### config.mk
export PLATFORM = sky130hd
export DESIGN_NAME = core_bus_arbiter_flat
export DESIGN_NICKNAME = d
export VERILOG_FILES = /design/src/rtl/common.sv /design/src/rtl/core_bus_arbiter_if.sv /design/src/rtl/bus_resp_mux.sv /design/src/rtl/core_bus_arbiter.sv /design/src/flat_wrapper.sv
export SDC_FILE = /design/constraint.sdc
export NUM_CORES = 1
export LEC_CHECK = 0
export ABC_AREA = 1
export BUFFER_PORTS_ARGS = -buffer_cell sky130_fd_sc_hd__clkbuf_2
export CAP_MARGIN = 20
export CORE_AREA = 2 2 200 202
export CTS_CLUSTER_DIAMETER = 200
export DETAILED_ROUTE_END_ITERATION = 10
export DIE_AREA = 0 0 202 204
export GPL_ROUTABILITY_DRIVEN = 0
export GPL_TIMING_DRIVEN = 1
export SLEW_MARGIN = 10
export SYNTH_ARGS = -nofsm -noshare
export SYNTH_HDL_FRONTEND = slang
export SYNTH_SLANG_ARGS = --single-unit
export TNS_END_PERCENT = 10
### constraint.sdc
create_clock -name clk -period 1.88 [get_ports clk]
set_clock_uncertainty 0.05 [all_clocks]
set_input_delay 0.376 -clock clk [delete_from_list [all_inputs] [get_ports clk]]
set_output_delay 0.376 -clock clk [all_outputs]
set_load 0.01 [all_outputs]
### src/rtl/common.sv
// Shared bus typedefs for the core's ibus/dbus ports and the single-beat cbus,
// plus the arbiter state encoding and request-conversion helpers.
package common;

  typedef struct packed {
    logic        valid;
    logic [63:0] addr;
  } ibus_req_t;

  typedef struct packed {
    logic        addr_ok;
    logic        data_ok;
    logic [31:0] data;
  } ibus_resp_t;

  typedef struct packed {
    logic        valid;
    logic [63:0] addr;
    logic [2:0]  size;
    logic [7:0]  strobe;
    logic [63:0] data;
  } dbus_req_t;

  typedef struct packed {
    logic        addr_ok;
    logic        data_ok;
    logic [63:0] data;
  } dbus_resp_t;

  typedef struct packed {
    logic        valid;
    logic        is_write;
    logic [2:0]  size;
    logic [63:0] addr;
    logic [7:0]  strobe;
    logic [63:0] data;
  } cbus_req_t;

  typedef struct packed {
    logic        ready;
    logic        last;
    logic [63:0] data;
  } cbus_resp_t;

  typedef enum logic [1:0] {
    IDLE   = 2'd0,
    BUSY_I = 2'd1,
    BUSY_D = 2'd2,
    RESP   = 2'd3
  } arb_state_t;

  // Instruction fetches are always 32-bit reads.
  localparam logic [2:0] IBUS_SIZE = 3'b010;

  function automatic cbus_req_t ibus_to_cbus(input logic [63:0] addr);
    cbus_req_t c;
    c          = '0;
    c.valid    = 1'b1;
    c.size     = IBUS_SIZE;
    c.addr     = addr;
    return c;
  endfunction

  function automatic cbus_req_t dbus_to_cbus(input dbus_req_t r);
    cbus_req_t c;
    c.valid    = r.valid;
    c.is_write = (r.strobe != 8'h00);
    c.size     = r.size;
    c.addr     = r.addr;
    c.strobe   = r.strobe;
    c.data     = r.data;
    return c;
  endfunction

  function automatic logic [31:0] fetch_word(input logic [63:0] d, input logic hi);
    return hi ? d[63:32] : d[31:0];
  endfunction

endpackage

### src/rtl/core_bus_arbiter_if.sv
// Bundles the ibus/dbus request-response pairs and the shared cbus.
// master = the arbiter; slave = the core plus the memory system facing it.
interface core_bus_arbiter_if;
  import common::*;

  ibus_req_t  ireq;
  ibus_resp_t iresp;
  dbus_req_t  dreq;
  dbus_resp_t dresp;
  cbus_req_t  oreq;
  cbus_resp_t oresp;

  modport master (
    input  ireq,
    input  dreq,
    input  oresp,
    output iresp,
    output dresp,
    output oreq
  );

  modport slave (
    output ireq,
    output dreq,
    output oresp,
    input  iresp,
    input  dresp,
    input  oreq
  );

endinterface

### src/rtl/bus_resp_mux.sv
// Routes the captured cbus data to the owning requester, gated by that
// requester's live valid so flushed transactions return nothing.
module bus_resp_mux
  import common::*;
(
  input  logic        pulse,
  input  logic        owner_d,
  input  logic        hi_word,
  input  logic [63:0] cap_data,
  input  logic        ivalid,
  input  logic        dvalid,
  output ibus_resp_t  iresp,
  output dbus_resp_t  dresp
);

  always_comb begin
    iresp = '0;
    dresp = '0;
    if (pulse && !owner_d && ivalid) begin
      iresp.addr_ok = 1'b1;
      iresp.data_ok = 1'b1;
      iresp.data    = fetch_word(cap_data, hi_word);
    end
    if (pulse && owner_d && dvalid) begin
      dresp.addr_ok = 1'b1;
      dresp.data_ok = 1'b1;
      dresp.data    = cap_data;
    end
  end

endmodule

### src/rtl/core_bus_arbiter.sv
// Round-robin arbiter putting the core's ibus and dbus onto one single-beat
// cbus; oreq comes straight from a latch, responses pulse for one cycle.
module core_bus_arbiter
  import common::*;
#(
  parameter bit D_FIRST = 1'b1
) (
  input logic                clk,
  input logic                reset,
  core_bus_arbiter_if.master bus
);

  arb_state_t  state_reg, state_next;
  cbus_req_t   latch_reg, latch_next;
  logic [63:0] cap_data_reg;
  logic        owner_d_reg;
  logic        last_d_reg;
  logic        grant_i, grant_d, done, resp_pulse;

  // On a tie the requester not served last wins.
  assign grant_d = (state_reg == IDLE) && bus.dreq.valid
                   && (!bus.ireq.valid || !last_d_reg);
  assign grant_i = (state_reg == IDLE) && bus.ireq.valid && !grant_d;
  assign done    = ((state_reg == BUSY_I) || (state_reg == BUSY_D))
                   && bus.oresp.ready && bus.oresp.last;

  always_ff @(posedge clk) begin
    if (reset) state_reg <= IDLE;
    else       state_reg <= state_next;
  end

  always_comb begin
    state_next = state_reg;
    case (state_reg)
      IDLE: begin
        if (grant_d)      state_next = BUSY_D;
        else if (grant_i) state_next = BUSY_I;
      end
      BUSY_I, BUSY_D: begin
        if (done) state_next = RESP;
      end
      RESP:    state_next = IDLE;
      default: state_next = IDLE;
    endcase
  end

  always_comb begin
    latch_next = latch_reg;
    if (grant_d)      latch_next = dbus_to_cbus(bus.dreq);
    else if (grant_i) latch_next = ibus_to_cbus(bus.ireq.addr);
    else if (done)    latch_next.valid = 1'b0;
  end

  always_ff @(posedge clk) begin
    if (reset) begin
      latch_reg    <= '0;
      cap_data_reg <= '0;
      owner_d_reg  <= 1'b0;
      last_d_reg   <= ~D_FIRST;
    end else begin
      latch_reg <= latch_next;
      if (done) begin
        cap_data_reg <= bus.oresp.data;
        owner_d_reg  <= (state_reg == BUSY_D);
        last_d_reg   <= (state_reg == BUSY_D);
      end
    end
  end

  always_comb begin
    bus.oreq   = latch_reg;
    resp_pulse = (state_reg == RESP);
  end

  // The latched address is kept through RESP to pick the fetch half-word.
  bus_resp_mux u_resp_mux (
    .pulse    (resp_pulse),
    .owner_d  (owner_d_reg),
    .hi_word  (latch_reg.addr[2]),
    .cap_data (cap_data_reg),
    .ivalid   (bus.ireq.valid),
    .dvalid   (bus.dreq.valid),
    .iresp    (bus.iresp),
    .dresp    (bus.dresp)
  );

endmodule

### src/flat_wrapper.sv
// flat-port wrapper written by rule: the top's interface ports become plain ports
module core_bus_arbiter_flat import common::*;
#(
  parameter bit D_FIRST = 1'b1
)
  (clk, reset, bus_ireq, bus_dreq, bus_oresp, bus_iresp, bus_dresp, bus_oreq);
  core_bus_arbiter_if bus_i ();
  input logic clk;
  input logic reset;
  input wire logic [$bits(bus_i.ireq)-1:0] bus_ireq;
  input wire logic [$bits(bus_i.dreq)-1:0] bus_dreq;
  input wire logic [$bits(bus_i.oresp)-1:0] bus_oresp;
  output wire logic [$bits(bus_i.iresp)-1:0] bus_iresp;
  output wire logic [$bits(bus_i.dresp)-1:0] bus_dresp;
  output wire logic [$bits(bus_i.oreq)-1:0] bus_oreq;
  assign bus_i.ireq = bus_ireq;
  assign bus_i.dreq = bus_dreq;
  assign bus_i.oresp = bus_oresp;
  assign bus_iresp = bus_i.iresp;
  assign bus_dresp = bus_i.dresp;
  assign bus_oreq = bus_i.oreq;
  core_bus_arbiter #(.D_FIRST(D_FIRST)) u_core (.clk(clk), .reset(reset), .bus(bus_i));
endmodule
## After elaboration in Yosys (flattened, before gate mapping)

Cells that the tools add are included.

| cells by class | value |
|---|---|
| equality and inequality tests | 5 |
| mux-type cells | 11 |
| reductions and logical operators | 21 |

Operators with widths:

| cell | count |
|---|---|
| 2-to-1 mux 141 bit | 1 |
| 2-to-1 mux 140 bit | 1 |
| 2-to-1 mux 66 bit | 1 |
| 2-to-1 mux 34 bit | 1 |
| 2-to-1 mux 32 bit | 1 |
| logical AND 1 bit | 10 |
| nonzero test 8 bit | 1 |
| 2-to-1 mux 2 bit | 3 |
| one-hot mux 2 bit (3 select lines) | 1 |
| equality test 2 bit (second input constant) | 2 |
| zero test 1 bit | 3 |
| inequality test 3 x 1 -> 1 bit (second input constant) | 1 |
| nonzero test 3 bit | 1 |
| equality test 2 x 1 -> 1 bit (second input constant) | 1 |
| zero test 2 bit | 1 |
| logical OR 1 bit | 2 |
| 2-to-1 mux 1 bit | 2 |
| inequality test 2 x 1 -> 1 bit (second input constant) | 1 |
| AND reduction 2 bit | 1 |
| nonzero test 2 bit | 1 |
| OR reduction 2 bit | 1 |

| word-level totals | value |
|---|---|
| flip-flop bits (word level) | 208 |
| bits of input ports | 273 |
| output and inout bits | 241 |
| logic and storage cells | 46 |

## Longest topological paths before layout

Gate-level depths: netlist (run 1).

| depth | value |
|---|---|
| word-level depth | 8 |
| gate-level depth with buffers | 10 |
| depth with buffers taken out | 9 |

## Cells and area by module

From an unflattened synthesis (run 1), not the netlist that was laid out.

| unflattened totals | value |
|---|---|
| cells, all modules | 1448 |
| area total of the unflattened synthesis | 9467.8 sq um |

By module, submodules not included:

| module | times used | cells an instance | area each (sq um) | seq. area each (sq um) |
|---|---|---|---|---|
| core_bus_arbiter | 1 | 1136 | 8196.6 | 4164.0 |
| bus_resp_mux | 1 | 312 | 1271.2 | 0.0 |

## Worst setup path before layout (run 1)

No wires, ideal clock.

| path | value |
|---|---|
| path type | register -> output |
| start point | reg u_core.state_reg[1] |
| end point | out bus_dresp[10] |
| data arrival time | 1.292 ns |
| required time | 1.454 ns |
| setup slack | 0.162 ns |
| stages on the path, launching flop included | 7 |
| buffers on the path | 1 |
| cell sequence | dfxtp_1 -> ha_1 -> inv_1 -> nor3_2 -> inv_2 -> clkbuf_1 -> nor2_1 |

| between the ends | value |
|---|---|
| longest elaborated chain between the ends | 4 |

RTL lines:

| item | line | RTL |
|---|---|---|
| start: declaration | core_bus_arbiter.sv:13 | `arb_state_t state_reg, state_next;` |
| start signal: assignment | core_bus_arbiter.sv:29 | `else state_reg <= state_next;` |
| equality test 2 bit | core_bus_arbiter.sv:72 | `resp_pulse = (state_reg == RESP);` |
| logical AND 1 bit (2 in a row) | bus_resp_mux.sv:24 | `if (pulse && owner_d && dvalid) begin` |
| 2-to-1 mux 66 bit | bus_resp_mux.sv:24 |  |
| end: declaration | flat_wrapper.sv:14 | `output wire logic [$bits(bus_i.dresp)-1:0] bus_dresp;` |

Every way passes these cells.

## Worst setup path after layout (run 1)

Ends and elaborated chain as after synthesis.

==> reports/results.ini, run 1 <==
[detailed_routing]
drt-vias-per-instance = 4.37
antenna_left = 0
remaining_drc_errors = 0
vias = 10541
wl_per_cell_um = 15.1
first_pass_iters = 5
routed_wl_mm = 36.4
drt_iter0_markers = 578

[synthesis]
yosysUniqueCellTypes = 19
synth_seq_cells = 208
synth_top_cell_area_share_pct = 45.9
syn_nets = 1630
async_reset_ff_share_pct = 0
synthTopCellsByCount = nand2_1 (421), dfxtp_1 (208), a21oi_1 (205), inv_1 (169), o21ai_0 (158)
synth_ff_type = dfxtp_1
synth.yosys.warnings = 0
synth_most_common_cell = nand2_1
synth.avg_cell_area_um2 = 6.70
synth_edf_count = 0
netlist_area_mm2 = 0.00907
synth_area_leader_cell = dfxtp_1
synth_cells = 1353
synth_area_leaders = dfxtp_1 (46%), nand2_1 (17%), a21oi_1 (11%)
yosysSeqAreaShare_pct = 45.9

[final_layout]
final_util_pct = 34.9
largest_register_ffs = 141
multi_input_area_mm2 = 0.00389
final_area_mm2 = 0.0137
nFillCells = 4190
register_area_mm2 = 0.00417
final_cells = 2414
fin_nets = 2150
areaGrowthSynthToFinish_pct = 50.8
drive_above_1_share_pct = 32.9

[worst_setup_path]
rrSetupSlack_ns = 0.16
path_class = flop to primary output
path_max_fanout = 16
crit_path_start = u_core.state_reg[1]
max_stage_delay_ns = 0.34
critPathArrivalTime_ns = 1.83
crit_buf_inv = 4
cpLargestDelayFamily = buffers and inverters
cp-start-kind = flop
crit_required_ns = 1.45
cp-end-kind = primary output
cp_cell_sequence = ha_1 > inv_2 > nor3_4 > inv_4 > buf_16 > nor2_1 > clkbuf_2
timing.rr.start = u_core.state_reg[1]
slowest_stage = dfxtp_2

[global_route]
grt_usage_pct = 16.4
grt-ovfl-total = 0
antenna_found_initial = 1
grt_max_degree = 79
grt_pass1_vias = 10022
grt_pass1_wl_mm = 54.4

[clock_tree]
clock-sinks = 208
cts_tree = done
cts.path.max_buffers = 3
clk_pin_slew_ns = 0.05
cts-root-buf = clkbuf_16
insertion_delay_ns = 0.53
cts-htree-levels = 1
cts_buffers = 24

[power]
p_total_w = 0.0166
ir_drop_mv = 0.721
p_leak_nw = 6.69
power_density_mw_per_mm2 = 1220

[die]
die_w_um = 202
fp.dieH_um = 204
ios = 514
coreArea_mm2 = 0.0392
start_util_pct = 23.1
dieArea_mm2 = 0.0412
num_rows = 73

[placement]
io_buffers = 513
dp.cells = 2335
dp_hpwl_mm = 27.0
placed_area_mm2 = 0.0124

[outcome]
violations = negative setup slack
outcome = complete, but fails checks

[timing]
grt_setup_unrepaired = true
hold_viol_final = 0
setup_violations = 100
finalCriticalPeriod_ns = 2.26
max_slew.worst_pin.slew_ns = 0.973
timing.fmax_mhz = 443
max_slew_margin_pct = 34.9
fin_crit_sh_pct = 120
tns_ns = -31.77
slew_viol_final = 0
worst_slack_ns = -0.379

[worst_hold_path]
worstHoldPathType = input pin to flop
min_from = bus_dreq[114]

[run]
maxCapViolations = 0

layer usage:
| metal | wire length, um | vias up | GRT usage, % |
|---|---|---|---|
| met4 | 1280 | 0 | 6.49 |
| met2 | 17800 | 444 | 29.1 |
| li1 | - | 5247 | - |
| met3 | 3000 | 52 | 4.38 |
| met1 | 14400 | 4798 | 18.8 |
| met5 | 0 | - | 0 |
cell usage in the layout (no fill, tap or decap):
| master | synthesis | routed |
|---|---|---|
| a21oi_1 | 205 | 205 |
| buf_12 | 0 | 12 |
| buf_16 | 0 | 2 |
| buf_2 | 41 | 4 |
| buf_4 | 7 | 30 |
| buf_6 | 1 | 2 |
| bufinv_16 | 0 | 2 |
| clkbuf_1 | 46 | 5 |
| clkbuf_16 | 0 | 26 |
| clkbuf_2 | 0 | 508 |
| clkbuf_8 | 0 | 6 |
| clkinv_1 | 1 | 1 |
| clkinv_4 | 0 | 1 |
| clkinv_8 | 0 | 2 |
| clkinvlp_4 | 0 | 2 |
| dfxtp_1 | 208 | 204 |
| dfxtp_2 | 0 | 4 |
| diode_2 | 0 | 1 |
| dlygate4sd3_1 | 0 | 33 |
| ha_1 | 4 | 3 |
| ha_4 | 0 | 1 |
| inv_1 | 169 | 167 |
| inv_2 | 2 | 1 |
| inv_4 | 0 | 2 |
| nand2_1 | 421 | 420 |
| nand2_2 | 1 | 1 |
| nand2_4 | 0 | 1 |
| nand3_1 | 3 | 2 |
| nand3_4 | 0 | 1 |
| nor2_1 | 74 | 63 |
| nor2_2 | 0 | 9 |
| nor2_4 | 0 | 2 |
| nor3_4 | 0 | 2 |
| o21ai_0 | 158 | 158 |
| o21ai_1 | 5 | 5 |
| o21ai_4 | 0 | 1 |
power breakdown:
group | switching (W) | internal [W] | total, W
registers | 0.000493 | 0.00541 | 0.00590
logic | 0.00372 | 0.00225 | 0.00597
clock network | 0.00190 | 0.00286 | 0.00476
worst reg2reg max path: stages, from the launching register on:
cell     delay, ns
dfxtp_2       0.34
inv_1         0.09
ha_4          0.32
nand3_4       0.21
buf_12        0.27
o21ai_0       0.28
a21oi_1       0.06
worst paths after layout:
| check | end | cells past startpoint |
|---|---|---|
| max reg2reg | u_core.cap_data_reg[30] | 6 |
| max | bus_dresp[10] | 7 |
| min | u_core.bus.oreq[111] | 3 |
| min reg2reg | u_core.bus.oreq[71] | 2 |
area by class of cell:
| class | count | share of cell area [%] |
|---|---|---|
| Multi-Input combinational cell | 874 | 28.5 |
| Clock inverter | 6 | 0.732 |
| Clock buffer | 35 | 5.13 |
| Timing Repair Buffer | 593 | 25.5 |
| Tap cell | 525 | 4.81 |
| Sequential cell | 208 | 30.5 |
| Antenna cell | 1 | 0.0183 |
| Inverter | 172 | 4.85 |
repair_timing:
action,CTS,global route
buffers inserted,1,0
hold buffers,33,0
resized for setup,13,20
pin swaps,2,2
endpoints found under the hold margin,33,0
gates cloned,0,3
setup endpoints to repair,140,258
per-stage QoR:
stage / worst slack, ns / hold slack (ns)
after detailed placement: -0.171 / 0.407
after floorplan: 0.162 / 0.394
final: -0.379 / 0.0235
after global routing: -0.505 / 0.00881
after CTS: -0.433 / 0.000446
after global placement: -0.139 / 0.400
logic make-up after synthesis:
family,count (synthesis),share of synthesized area (%)
fa+ha+maj,4,0.552
simple gates,501,20.9
compound gates,369,20.4
buf+inv,271,12.2
flops,208,45.9
No activity file was read; power rests on OpenSTA's default activity.
==> run 2: changes to the inputs <==
CORE_AREA = 3 3 197 199   (was 2 2 200 202)
DIE_AREA = 0 0 200 202   (was 0 0 202 204)
==> run 2 against run 1 <==
The flow still finishes with violations (negative setup slack). First-iteration DRC count fell by 11%. Sequential cell count did not move. Critical endpoint is now bus_dresp[29]. Non-clock buffer count rose by 61. Worst setup slack got worse by 0.036 ns. Register-to-register slack got worse by 0.12 ns. Combinational power rose by 3%. Critical path depth did not move. Clock power rose by 4.4%. Hold slack improved by 0.0063 ns. Via count rose by 3.1%. Core utilization rose by 3.9 points. Sequential power rose by 1%.
==> reports/results.ini, run 2 (synthesis results as in run 1) <==
[worst_setup_path]
path_class = flop to primary output
critPathArrivalTime_ns = 1.87  ; +0.04 ns
reg2regPathDepth = 10  ; +4
cp-start-kind = flop
r2r-end = u_core.bus.oreq[93]
path_max_fanout = 16  ; unchanged
rrSetupSlack_ns = 0.04  ; -0.12 ns
crit_required_ns = 1.45  ; about the same
cp-end-kind = primary output
timing.rr.start = u_core.state_reg[1]

[die]
ios = 514  ; unchanged
num_rows = 71  ; -2.7%
start_util_pct = 24.2  ; +1.1 points
die_w_um = 200  ; -0.99%
coreArea_mm2 = 0.0374  ; -4.6%
fp.dieH_um = 202  ; -0.98%
dieArea_mm2 = 0.0404  ; -2.0%

[power]
power_density_mw_per_mm2 = 1180  ; -3.2%
p_leak_nw = 7.03  ; +5.1%
ir_drop_mv = 0.831  ; +15%

[final_layout]
nFillCells = 3948  ; -5.8%
fin_nets = 2211  ; +2.8%
areaGrowthSynthToFinish_pct = 60.0
final_area_mm2 = 0.0145  ; +6.1%
drive_above_1_share_pct = 35.2  ; +2.2 points
layout_common_cells = clkbuf_2 (490), nand2_1 (417), dfxtp_1 (204)
mostFrequentLayoutCell = clkbuf_2
antenna_cells = 0  ; -1
largest_register_ffs = 141  ; unchanged

[outcome]
outcome = complete, but fails checks
violations = negative setup slack

[timing]
max_slew_margin_pct = 42.7  ; +7.8 points
slew_viol_final = 0  ; unchanged
timing.fmax_mhz = 436  ; -1.6%
fin_crit_sh_pct = 122  ; +1.9 points
worst_slack_ns = -0.414  ; -0.0358 ns
hold_viol_final = 0  ; unchanged
finalCriticalPeriod_ns = 2.29  ; +0.0358 ns
max_slew.worst_pin.slew_ns = 0.860  ; -0.113 ns
setup_violations = 100  ; unchanged
grt_setup_unrepaired = true
timing.hold.ws_ns = 0.0298  ; +0.00631 ns

[detailed_routing]
antenna_left = 0  ; unchanged
remaining_drc_errors = 0  ; unchanged
drt_iter0_markers = 515  ; -11%
vias = 10863  ; +3.1%
wl_per_cell_um = 15.1  ; -0.13%
first_pass_iters = 5  ; unchanged
drt-vias-per-instance = 4.41  ; +1.0%
routed_wl_mm = 37.1  ; +1.9%

[clock_tree]
clk_pin_slew_ns = 0.06  ; about the same
insertion_delay_ns = 0.54  ; about the same
clock-sinks = 208  ; unchanged
cts_tree = done
cts.path.max_buffers = 3  ; unchanged
cts-htree-levels = 1  ; unchanged
cts_buffers = 24  ; unchanged
cts-root-buf = clkbuf_16

[global_route]
grt_pass1_vias = 10565  ; +5.4%
grt_max_degree = 77  ; -2.5%
grt_pass1_wl_mm = 56.2  ; +3.3%
grt-ovfl-total = 0  ; unchanged
antenna_found_initial = 0  ; -1
grt_usage_pct = 17.2  ; +0.80 points

[worst_hold_path]
hold_end = u_core.bus.oreq[79]
worstHoldPathCells = 3  ; unchanged
worstHoldPathType = input pin to flop
min_from = bus_dreq[82]

[run]
maxCapViolations = 0  ; unchanged

[placement]
dp_hpwl_mm = 26.7  ; -1.2%
io_buffers = 513  ; unchanged
placed_area_mm2 = 0.0124  ; +0.61%

## run 2: cell count changes in the layout (fill, tap and decap cells not counted), moves of 8 or more
cell,delta
dlygate4sd3_1,+48
clkbuf_2,-18
buf_2,+14
nor2_2,+32
buf_4,+8
o21ai_0,-8
nor2_1,-34
## run 2: what timing repair did
action / CTS / global route
buffers inserted: 3 / 1
resized for setup: 71 / 54
hold endpoints to repair: 81 / 0
setup endpoints to repair: 101 / 205
pin swaps: 2 / 2
hold buffers: 81 / 0
cloned: 4 / 0
## run 2: worst max path at each step
stage / startpoint / to / depth (start not counted)
6_report: u_core.state_reg[0] / bus_dresp[29] / 7
3_3_place_gp: bus_dreq[139] / u_core.bus.oreq[139] / 9
2_1_floorplan: u_core.state_reg[1] / bus_dresp[10] / 6
5_1_grt: u_core.state_reg[0] / bus_dresp[63] / 7
3_5_place_dp: u_core.state_reg[0] / u_core.bus.oreq[139] / 9
4_1_cts: u_core.state_reg[1] / bus_dresp[57] / 7
## run 2: power by group
part | internal [W] | leakage [nW] | switching [W]
sequential | 0.00541 | 1.71 | 0.000547
clock | 0.00302 | 0.406 | 0.00195
combinational | 0.00238 | 4.91 | 0.00378
## run 2: metal layers
metal,wire [um],up-vias,global-route usage [%]
met4,1280,0,6.53
met1,14500,4918,19.8
met2,17700,497,30.0
li1,-,5380,-
met5,0,-,0
met3,3650,68,4.93
## run 2: through the flow
step | worst slack, ns | setup TNS (ns) | utilization [%] | instances | total power, W
global placement | 0.0710 | 0 | 33.3 | 2330 | 0.0118
floorplan | 0.162 | 0 | - | 1353 | 0.00928
detailed placement | 0.0482 | 0 | 33.3 | 2330 | 0.0119
CTS | -0.471 | -42.59 | 38.5 | 2461 | 0.0172
global route | -0.542 | -48.68 | 38.8 | 2462 | 0.0182
finish | -0.414 | -37.00 | 38.8 | 2462 | 0.0171
## run 2: area by class of cell
type	instances	area, um^2	area share (%)
well taps	511	639	4.41
repair buffers	654	4170	28.8
clock buffers	32	661	4.55
multi-input cells	874	4030	27.8
flip-flops and latches	208	4170	28.8
clock inverters	11	169	1.16
inverters	172	668	4.61
## run 2: worst max-delay path, cell delays in order, from the launching register on
cell and delay (ns):
dfxtp_2 0.35, ha_4 0.15, inv_4 0.04, nor3_4 0.19
inv_6 0.13, buf_12 0.18, nor2_1 0.12, clkbuf_2 0.15
